**config.mk**
```make
export PLATFORM = sky130hd
export DESIGN_NAME = md5_pad_ctrl_flat
export DESIGN_NICKNAME = d
export VERILOG_FILES = /design/src/rtl/md5_pkg.sv /design/src/rtl/md5_pad_ctrl_if.sv /design/src/rtl/md5_hex_ser.sv /design/src/rtl/md5_pad_ctrl.sv /design/src/flat_wrapper.sv
export SDC_FILE = /design/constraint.sdc
export NUM_CORES = 2
export LEC_CHECK = 0
export CORE_ASPECT_RATIO = 1.4
export CORE_UTILIZATION = 40
export CTS_CLUSTER_DIAMETER = 100
export DETAILED_ROUTE_END_ITERATION = 10
export GPL_ROUTABILITY_DRIVEN = 0
export SYNTH_ARGS = -nofsm -noshare
export SYNTH_HDL_FRONTEND = slang
export SYNTH_SLANG_ARGS = --single-unit
```
**constraint.sdc**
```tcl
create_clock -name clk -period 4.2 [get_ports clk]
set_input_delay 0.63 -clock clk [delete_from_list [all_inputs] [get_ports clk]]
set_output_delay 0.63 -clock clk [all_outputs]
set_load 0.1 [all_outputs]
```
**src/rtl/md5_pkg.sv**
```systemverilog
// Shared MD5 padding-controller constants, state encoding and byte-swap helper.
// The S_HEX state exists only when MD5_HEX_OUT_EN is defined.
package md5_pkg;

   localparam int BLK_W   = 512;
   localparam int LEN_POS = 448;

   localparam logic [31:0] IV_A = 32'h67452301;
   localparam logic [31:0] IV_B = 32'hefcdab89;
   localparam logic [31:0] IV_C = 32'h98badcfe;
   localparam logic [31:0] IV_D = 32'h10325476;

`ifdef MD5_HEX_OUT_EN
   typedef enum logic [2:0] {
      S_FILL, S_ISSUE, S_WAIT, S_PAD, S_LENBLK, S_DONE, S_HEX
   } md5_state_e;
`else
   typedef enum logic [2:0] {
      S_FILL, S_ISSUE, S_WAIT, S_PAD, S_LENBLK, S_DONE
   } md5_state_e;
`endif

   // MD5 digest bytes are the little-endian image of each state word
   function automatic logic [31:0] bswap32(input logic [31:0] w);
      return {w[7:0], w[15:8], w[23:16], w[31:24]};
   endfunction

endpackage

```
**src/rtl/md5_pad_ctrl_if.sv**
```systemverilog
// Byte-stream, core and digest signals of md5_pad_ctrl; slave is the controller side.
// Hex output signals are present only with MD5_HEX_OUT_EN.
interface md5_pad_ctrl_if;

   logic                      byte_valid;
   logic [7:0]                byte_data;
   logic                      byte_ready;
   logic                      msg_end;
   logic                      blk_start;
   logic [md5_pkg::BLK_W-1:0] blk_data;
   logic                      core_done;
   logic [31:0]               core_a;
   logic [31:0]               core_b;
   logic [31:0]               core_c;
   logic [31:0]               core_d;
   logic [127:0]              digest;
   logic                      digest_valid;
   logic                      busy;
`ifdef MD5_HEX_OUT_EN
   logic                      hex_valid;
   logic [7:0]                hex_char;

   modport master (
      output byte_valid, byte_data, msg_end, core_done, core_a, core_b, core_c, core_d,
      input  byte_ready, blk_start, blk_data, digest, digest_valid, busy, hex_valid, hex_char
   );
   modport slave (
      input  byte_valid, byte_data, msg_end, core_done, core_a, core_b, core_c, core_d,
      output byte_ready, blk_start, blk_data, digest, digest_valid, busy, hex_valid, hex_char
   );
`else
   modport master (
      output byte_valid, byte_data, msg_end, core_done, core_a, core_b, core_c, core_d,
      input  byte_ready, blk_start, blk_data, digest, digest_valid, busy
   );
   modport slave (
      input  byte_valid, byte_data, msg_end, core_done, core_a, core_b, core_c, core_d,
      output byte_ready, blk_start, blk_data, digest, digest_valid, busy
   );
`endif

endinterface

```
**src/rtl/md5_hex_ser.sv**
```systemverilog
// Nibble to lowercase ASCII hex converter; compiled only with MD5_HEX_OUT_EN.
`ifdef MD5_HEX_OUT_EN
module md5_hex_ser (
   input  logic [3:0] nib_i,
   output logic [7:0] char_o
);

   assign char_o = (nib_i < 4'd10) ? (8'h30 + {4'h0, nib_i})
                                   : (8'h57 + {4'h0, nib_i});

endmodule
`endif

```
**src/rtl/md5_pad_ctrl.sv**
```systemverilog
// Packs message bytes into 512-bit MD5 blocks, appends 0x80/length padding, launches
// the round core and accumulates A..D. MD5_HEX_OUT_EN adds a serial ASCII hex digest.
//
// state    | meaning
// FILL     | accepting message bytes into slot cnt
// PAD      | writing 0x80, zero tail and (if it fits) the length
// ISSUE    | one-cycle blk_start
// WAIT     | waiting for core_done, then accumulate A..D
// LENBLK   | building the length-only trailing block
// DONE     | digest_valid for one cycle, reinitialise chaining state
// HEX      | streaming 32 hex characters (MD5_HEX_OUT_EN only)
module md5_pad_ctrl #(
   parameter int LEN_W = 32
) (
   input logic           clk,
   input logic           reset_n,
   md5_pad_ctrl_if.slave bus
);
   import md5_pkg::*;

   md5_state_e       state_q;
   logic [6:0]       cnt_q;
   logic [LEN_W-1:0] bitlen_q;
   logic             pad_pend_q;
   logic             final_q;
   logic             end_q;
   logic [BLK_W-1:0] blk_q;
   logic [BLK_W-1:0] pad_blk_d;
   logic [31:0]      a_q, b_q, c_q, d_q;
   logic [31:0]      a_d, b_d, c_d, d_d;
   logic [127:0]     digest_q;
   logic [63:0]      len64;

   assign len64 = 64'(bitlen_q);
   assign a_d   = a_q + bus.core_a;
   assign b_d   = b_q + bus.core_b;
   assign c_d   = c_q + bus.core_c;
   assign d_d   = d_q + bus.core_d;

   always_comb begin
      pad_blk_d = blk_q;
      for (int i = 0; i < 64; i++) begin
         if (7'(i) == cnt_q)
            pad_blk_d[8*i +: 8] = 8'h80;
         else if (7'(i) > cnt_q)
            pad_blk_d[8*i +: 8] = 8'h00;
      end
      if (cnt_q <= 7'd55)
         pad_blk_d[BLK_W-1:LEN_POS] = len64;
   end

`ifdef MD5_HEX_OUT_EN
   logic [4:0] nib_q;
   logic [3:0] hex_nib;

   assign hex_nib = digest_q[7'd127 - {nib_q, 2'b00} -: 4];

   md5_hex_ser u_hex_ser (
      .nib_i  (hex_nib),
      .char_o (bus.hex_char)
   );

   assign bus.hex_valid = (state_q == S_HEX);
`endif

   always_ff @(posedge clk or negedge reset_n) begin
      if (!reset_n) begin
         state_q    <= S_FILL;
         cnt_q      <= '0;
         bitlen_q   <= '0;
         pad_pend_q <= 1'b0;
         final_q    <= 1'b0;
         end_q      <= 1'b0;
         blk_q      <= '0;
         digest_q   <= '0;
         a_q        <= IV_A;
         b_q        <= IV_B;
         c_q        <= IV_C;
         d_q        <= IV_D;
`ifdef MD5_HEX_OUT_EN
         nib_q      <= '0;
`endif
      end else begin
         case (state_q)
            S_FILL: begin
               if (bus.byte_valid) begin
                  blk_q[{cnt_q[5:0], 3'b000} +: 8] <= bus.byte_data;
                  cnt_q    <= cnt_q + 7'd1;
                  bitlen_q <= bitlen_q + LEN_W'(8);
                  if (cnt_q == 7'd63) begin
                     // Full block; an end strobe arriving with the last byte pads the next one
                     final_q <= 1'b0;
                     end_q   <= bus.msg_end;
                     state_q <= S_ISSUE;
                  end else if (bus.msg_end) begin
                     state_q <= S_PAD;
                  end
               end else if (bus.msg_end) begin
                  state_q <= S_PAD;
               end
            end
            S_PAD: begin
               blk_q <= pad_blk_d;
               if (cnt_q <= 7'd55) begin
                  final_q <= 1'b1;
               end else begin
                  final_q    <= 1'b0;
                  pad_pend_q <= 1'b1;
               end
               state_q <= S_ISSUE;
            end
            S_ISSUE: state_q <= S_WAIT;
            S_WAIT: begin
               if (bus.core_done) begin
                  a_q   <= a_d;
                  b_q   <= b_d;
                  c_q   <= c_d;
                  d_q   <= d_d;
                  blk_q <= '0;
                  cnt_q <= '0;
                  if (pad_pend_q) begin
                     state_q <= S_LENBLK;
                  end else if (final_q) begin
                     digest_q <= {bswap32(a_d), bswap32(b_d), bswap32(c_d), bswap32(d_d)};
                     state_q  <= S_DONE;
                  end else if (end_q) begin
                     end_q   <= 1'b0;
                     state_q <= S_PAD;
                  end else begin
                     state_q <= S_FILL;
                  end
               end
            end
            S_LENBLK: begin
               blk_q                  <= '0;
               blk_q[BLK_W-1:LEN_POS] <= len64;
               final_q                <= 1'b1;
               pad_pend_q             <= 1'b0;
               state_q                <= S_ISSUE;
            end
            S_DONE: begin
               a_q      <= IV_A;
               b_q      <= IV_B;
               c_q      <= IV_C;
               d_q      <= IV_D;
               bitlen_q <= '0;
               final_q  <= 1'b0;
`ifdef MD5_HEX_OUT_EN
               nib_q    <= '0;
               state_q  <= S_HEX;
`else
               state_q  <= S_FILL;
`endif
            end
`ifdef MD5_HEX_OUT_EN
            S_HEX: begin
               nib_q <= nib_q + 5'd1;
               if (nib_q == 5'd31)
                  state_q <= S_FILL;
            end
`endif
            default: state_q <= S_FILL;
         endcase
      end
   end

   assign bus.byte_ready   = (state_q == S_FILL);
   assign bus.busy         = (state_q != S_FILL);
   assign bus.blk_start    = (state_q == S_ISSUE);
   assign bus.blk_data     = blk_q;
   assign bus.digest       = digest_q;
   assign bus.digest_valid = (state_q == S_DONE);

endmodule

```
**src/flat_wrapper.sv**
```systemverilog
// flat-port wrapper written by rule: the top's interface ports become plain ports
module md5_pad_ctrl_flat import md5_pkg::*;
#(
   parameter int LEN_W = 32
)
  (clk, reset_n, bus_byte_valid, bus_byte_data, bus_msg_end, bus_core_done, bus_core_a, bus_core_b, bus_core_c, bus_core_d, bus_byte_ready, bus_blk_start, bus_blk_data, bus_digest, bus_digest_valid, bus_busy);
  md5_pad_ctrl_if bus_i ();
  input logic clk;
  input logic reset_n;
  input wire logic [$bits(bus_i.byte_valid)-1:0] bus_byte_valid;
  input wire logic [$bits(bus_i.byte_data)-1:0] bus_byte_data;
  input wire logic [$bits(bus_i.msg_end)-1:0] bus_msg_end;
  input wire logic [$bits(bus_i.core_done)-1:0] bus_core_done;
  input wire logic [$bits(bus_i.core_a)-1:0] bus_core_a;
  input wire logic [$bits(bus_i.core_b)-1:0] bus_core_b;
  input wire logic [$bits(bus_i.core_c)-1:0] bus_core_c;
  input wire logic [$bits(bus_i.core_d)-1:0] bus_core_d;
  output wire logic [$bits(bus_i.byte_ready)-1:0] bus_byte_ready;
  output wire logic [$bits(bus_i.blk_start)-1:0] bus_blk_start;
  output wire logic [$bits(bus_i.blk_data)-1:0] bus_blk_data;
  output wire logic [$bits(bus_i.digest)-1:0] bus_digest;
  output wire logic [$bits(bus_i.digest_valid)-1:0] bus_digest_valid;
  output wire logic [$bits(bus_i.busy)-1:0] bus_busy;
  assign bus_i.byte_valid = bus_byte_valid;
  assign bus_i.byte_data = bus_byte_data;
  assign bus_i.msg_end = bus_msg_end;
  assign bus_i.core_done = bus_core_done;
  assign bus_i.core_a = bus_core_a;
  assign bus_i.core_b = bus_core_b;
  assign bus_i.core_c = bus_core_c;
  assign bus_i.core_d = bus_core_d;
  assign bus_byte_ready = bus_i.byte_ready;
  assign bus_blk_start = bus_i.blk_start;
  assign bus_blk_data = bus_i.blk_data;
  assign bus_digest = bus_i.digest;
  assign bus_digest_valid = bus_i.digest_valid;
  assign bus_busy = bus_i.busy;
  md5_pad_ctrl #(.LEN_W(LEN_W)) u_core (.clk(clk), .reset_n(reset_n), .bus(bus_i));
endmodule
```
==> impl_metrics.toml <==
[critical_path]
crit_arrival_ns = 4.46
r2r_start = "u_core.cnt_q[0]"
slowest_delay_ns = 0.45
cp_cell_sequence = "inv_1, ha_1, buf_4, a21oi_2, nor2_1, o22ai_1, nand2_1, buf_4, nor2_1, o211ai_1, a32o_1"
worstSetupPathType = "flop to flop"
end_kind = "flop"
critPathMaxFanout = 12
required_ns = 4.80
crit_path_start = "u_core.cnt_q[0]"
slowest_stage = "dfrtp_1"
startpoint_type = "flop"

[timing]
min_period_ns = 3.86
skew_ns = 0.0471
finalHoldViolations = 1
timing.hold.ws_ns = -0.0518
grt_setup_unrepaired = "no"
setup_viol = 0
fmax_ghz = 0.259
setup_slack_ns = 0.341
tns_ns = 0
slew_viol_final = 0
finalCritPeriodShare_pct = 91.9
maxSlewHeadroom_pct = 18.4
worst_pin_slew_ns = 1.22

[synthesis]
synth.distinct_cells = 91
synthesis.nets = 4304
synthTopCellsByCount = "dfrtp_1, nand2_1, o21ai_0, a22o_1, nor2_1"
synth.most_common_cell = "dfrtp_1"
syn_avg_cell_area_sq_um = 9.74
ys_seq_elements = 810
async_flop_share_pct = 100
synth_edf_count = 0
syn_inst = 4028
ys_warn_count = 0
synth.largest_area_cell = "dfrtp_1"
synth.top_cell.area_share_pct = 47.6
netlist_top_cells_area = "dfrtp_1, o21ai_0, a22o_1, nand2_1, dfstp_2"
synth_area_sq_um = 39200
synth-main-ff-cell = "dfrtp_1"
synth.yosys.seq_area_share_pct = 51.9

[clocking]
insertion_delay_ns = 0.72
ctsHoldBuffers = 0
ctsResizeCount = 0
cts_max_level = 3
clock_sinks = 810
cts_setup_buffers = 0
clkTransAtPathRegs_ns = 0.07
cts_buffers = 83
cts_tree = "yes"
clockBufferDepth = 3
root_buffer = "clkbuf_16"

[placement]
port_buffers = 784
dp_hpwl_um = 120000
pre_cts_ws_ns = 0.114
post-place-cells = 5986

[global_route]
grt_overflow = 0
antenna_found_initial = 15
grt_usage_pct = 31.7
grt_pass1_vias = 35000
grt_max_degree = 234
grt_pass1_wl_um = 233000

[floorplanning]
dieArea_sq_um = 99300
die_h_um = 373
die_w_um = 267
start_util_pct = 40.5
core_sq_um = 97000
num_rows = 135
pin_count = 785

[routing]
ant_nets = 0
drc = 0
routed_wire_length_per_instance_um = 26.0
drt_iter0_markers = 3246
drtPass1Iterations = 7
finalWirelength_um = 160000
routed-via-count = 35600
vias_per_cell = 5.79

[job]
drv_cap = 0

[status]
status = "finished with violations"
violations = "hold timing"

[power]
leakagePower_nw = 22.4
max-vdd-ir-drop_mv = 0.787
power.density_nw_per_um2 = 739

[hold_path]
hold_class = "primary input to asynchronous set/reset pin"

[layout]
area_growth_pct = 31.4
stdcell_count = 6144
final_util_pct = 53.2
drive_gt1_share_pct = 7.52
nets = 5046
worst paths after layout:
check                                                end  slack (ns)  depth (start not counted)
max in group asynchronous                 u_core.b_q[18]        3.04                          2
worst min-delay path            u_core.bus.blk_data[155]       -0.05                          1
worst max-delay path            u_core.bus.blk_data[446]        0.34                         11
worst min register to register  u_core.bus.blk_data[174]        0.48                          2
worst max register to register  u_core.bus.blk_data[446]        0.34                         11
min in group clk                u_core.bus.blk_data[174]        0.48                          2
registers in the layout, summed over array words and instances (netlist names):
name	flops
u_core.a_q	32
u_core.b_q	32
u_core.bitlen_q	29
u_core.bus.blk_data	512
u_core.bus.digest	128
u_core.c_q	32
u_core.cnt_q	7
u_core.d_q	32
u_core.end_q	1
u_core.final_q	1
u_core.pad_pend_q	1
u_core.state_q	3
critical path: cells and delay by family (launching register included):
family	cells	cell delay [ns]
AO/OA/AOI/OAI	4	1.42
AND/OR/NAND/NOR	3	0.83
buffers and inverters	3	0.74
flip-flops	1	0.45
adder cells (fa/ha/maj)	1	0.30
area by class of cell:
| cell class | count | area (sq um) |
|---|---|---|
| fill | 8973 | 45400 |
| multi-input combinational | 2941 | 17800 |
| clock inverter | 28 | 445 |
| sequential | 810 | 20300 |
| inverter | 51 | 193 |
| timing repair buffer | 883 | 8680 |
| antenna | 3 | 7.51 |
| tap | 1301 | 1630 |
| clock buffer | 127 | 2400 |
kinds of logic (layout without fill, tap and decap cells):
logic type | count (synthesis) | after routing | share of synthesized area (%)
and+or+nand+nor | 1194 | 1194 | 13.3
xor gates and xnor gates | 148 | 148 | 3.32
AOI/OAI and AO/OA | 1454 | 1454 | 24.1
other | 0 | 3 | 0
muxes | 10 | 10 | 0.281
DFF | 810 | 810 | 51.9
adders and majority gates | 135 | 135 | 4.38
buffers and inverters | 277 | 1089 | 2.78
through the flow:
step / power (mW) / hold WS, ns / area [sq um]
floorplan: 24.1 / 0.334 / 39200
global placement: 29.9 / 0.454 / 48700
detailed placement: 30.1 / 0.462 / 48700
CTS: 38.1 / 0.0206 / 51500
global route: 40.0 / 0.0339 / 51500
finish: 38.1 / -0.0518 / 51600
cells in the final DEF (no fill, tap or decap), types with 77 or more instances in the layout:
master / netlist / routed
a22o_1: 287 / 287
xor2_1: 78 / 77
a21oi_1: 189 / 189
nand3_1: 155 / 154
dfrtp_1: 746 / 746
nor2_1: 219 / 219
a21o_1: 83 / 83
clkbuf_16: 0 / 84
buf_4: 3 / 98
clkdlybuf4s50_1: 0 / 765
nand2_1: 613 / 612
ha_1: 131 / 131
o21ai_0: 582 / 580
where the power goes:
group,internal (mW),leakage [nW],total (mW),switching (mW)
Combinational,5.17,10.2,19.9,14.8
Clock,4.44,1.37,7.87,3.43
Sequential,9.40,10.8,10.3,0.891
routing by layer:
metal / share of wire, % / vias up / wire (um) / track usage, %
met4: 5.6 / 24 / 8970 / 16.5
met3: 9.2 / 427 / 14700 / 9.33
li1: - / 16100 / - / -
met1: 37 / 17400 / 59000 / 36.1
met2: 48 / 1642 / 77100 / 53.6
met5: 0.10 / - / 167 / 0.0491
Note: power is estimated with default switching activity, not from simulation.
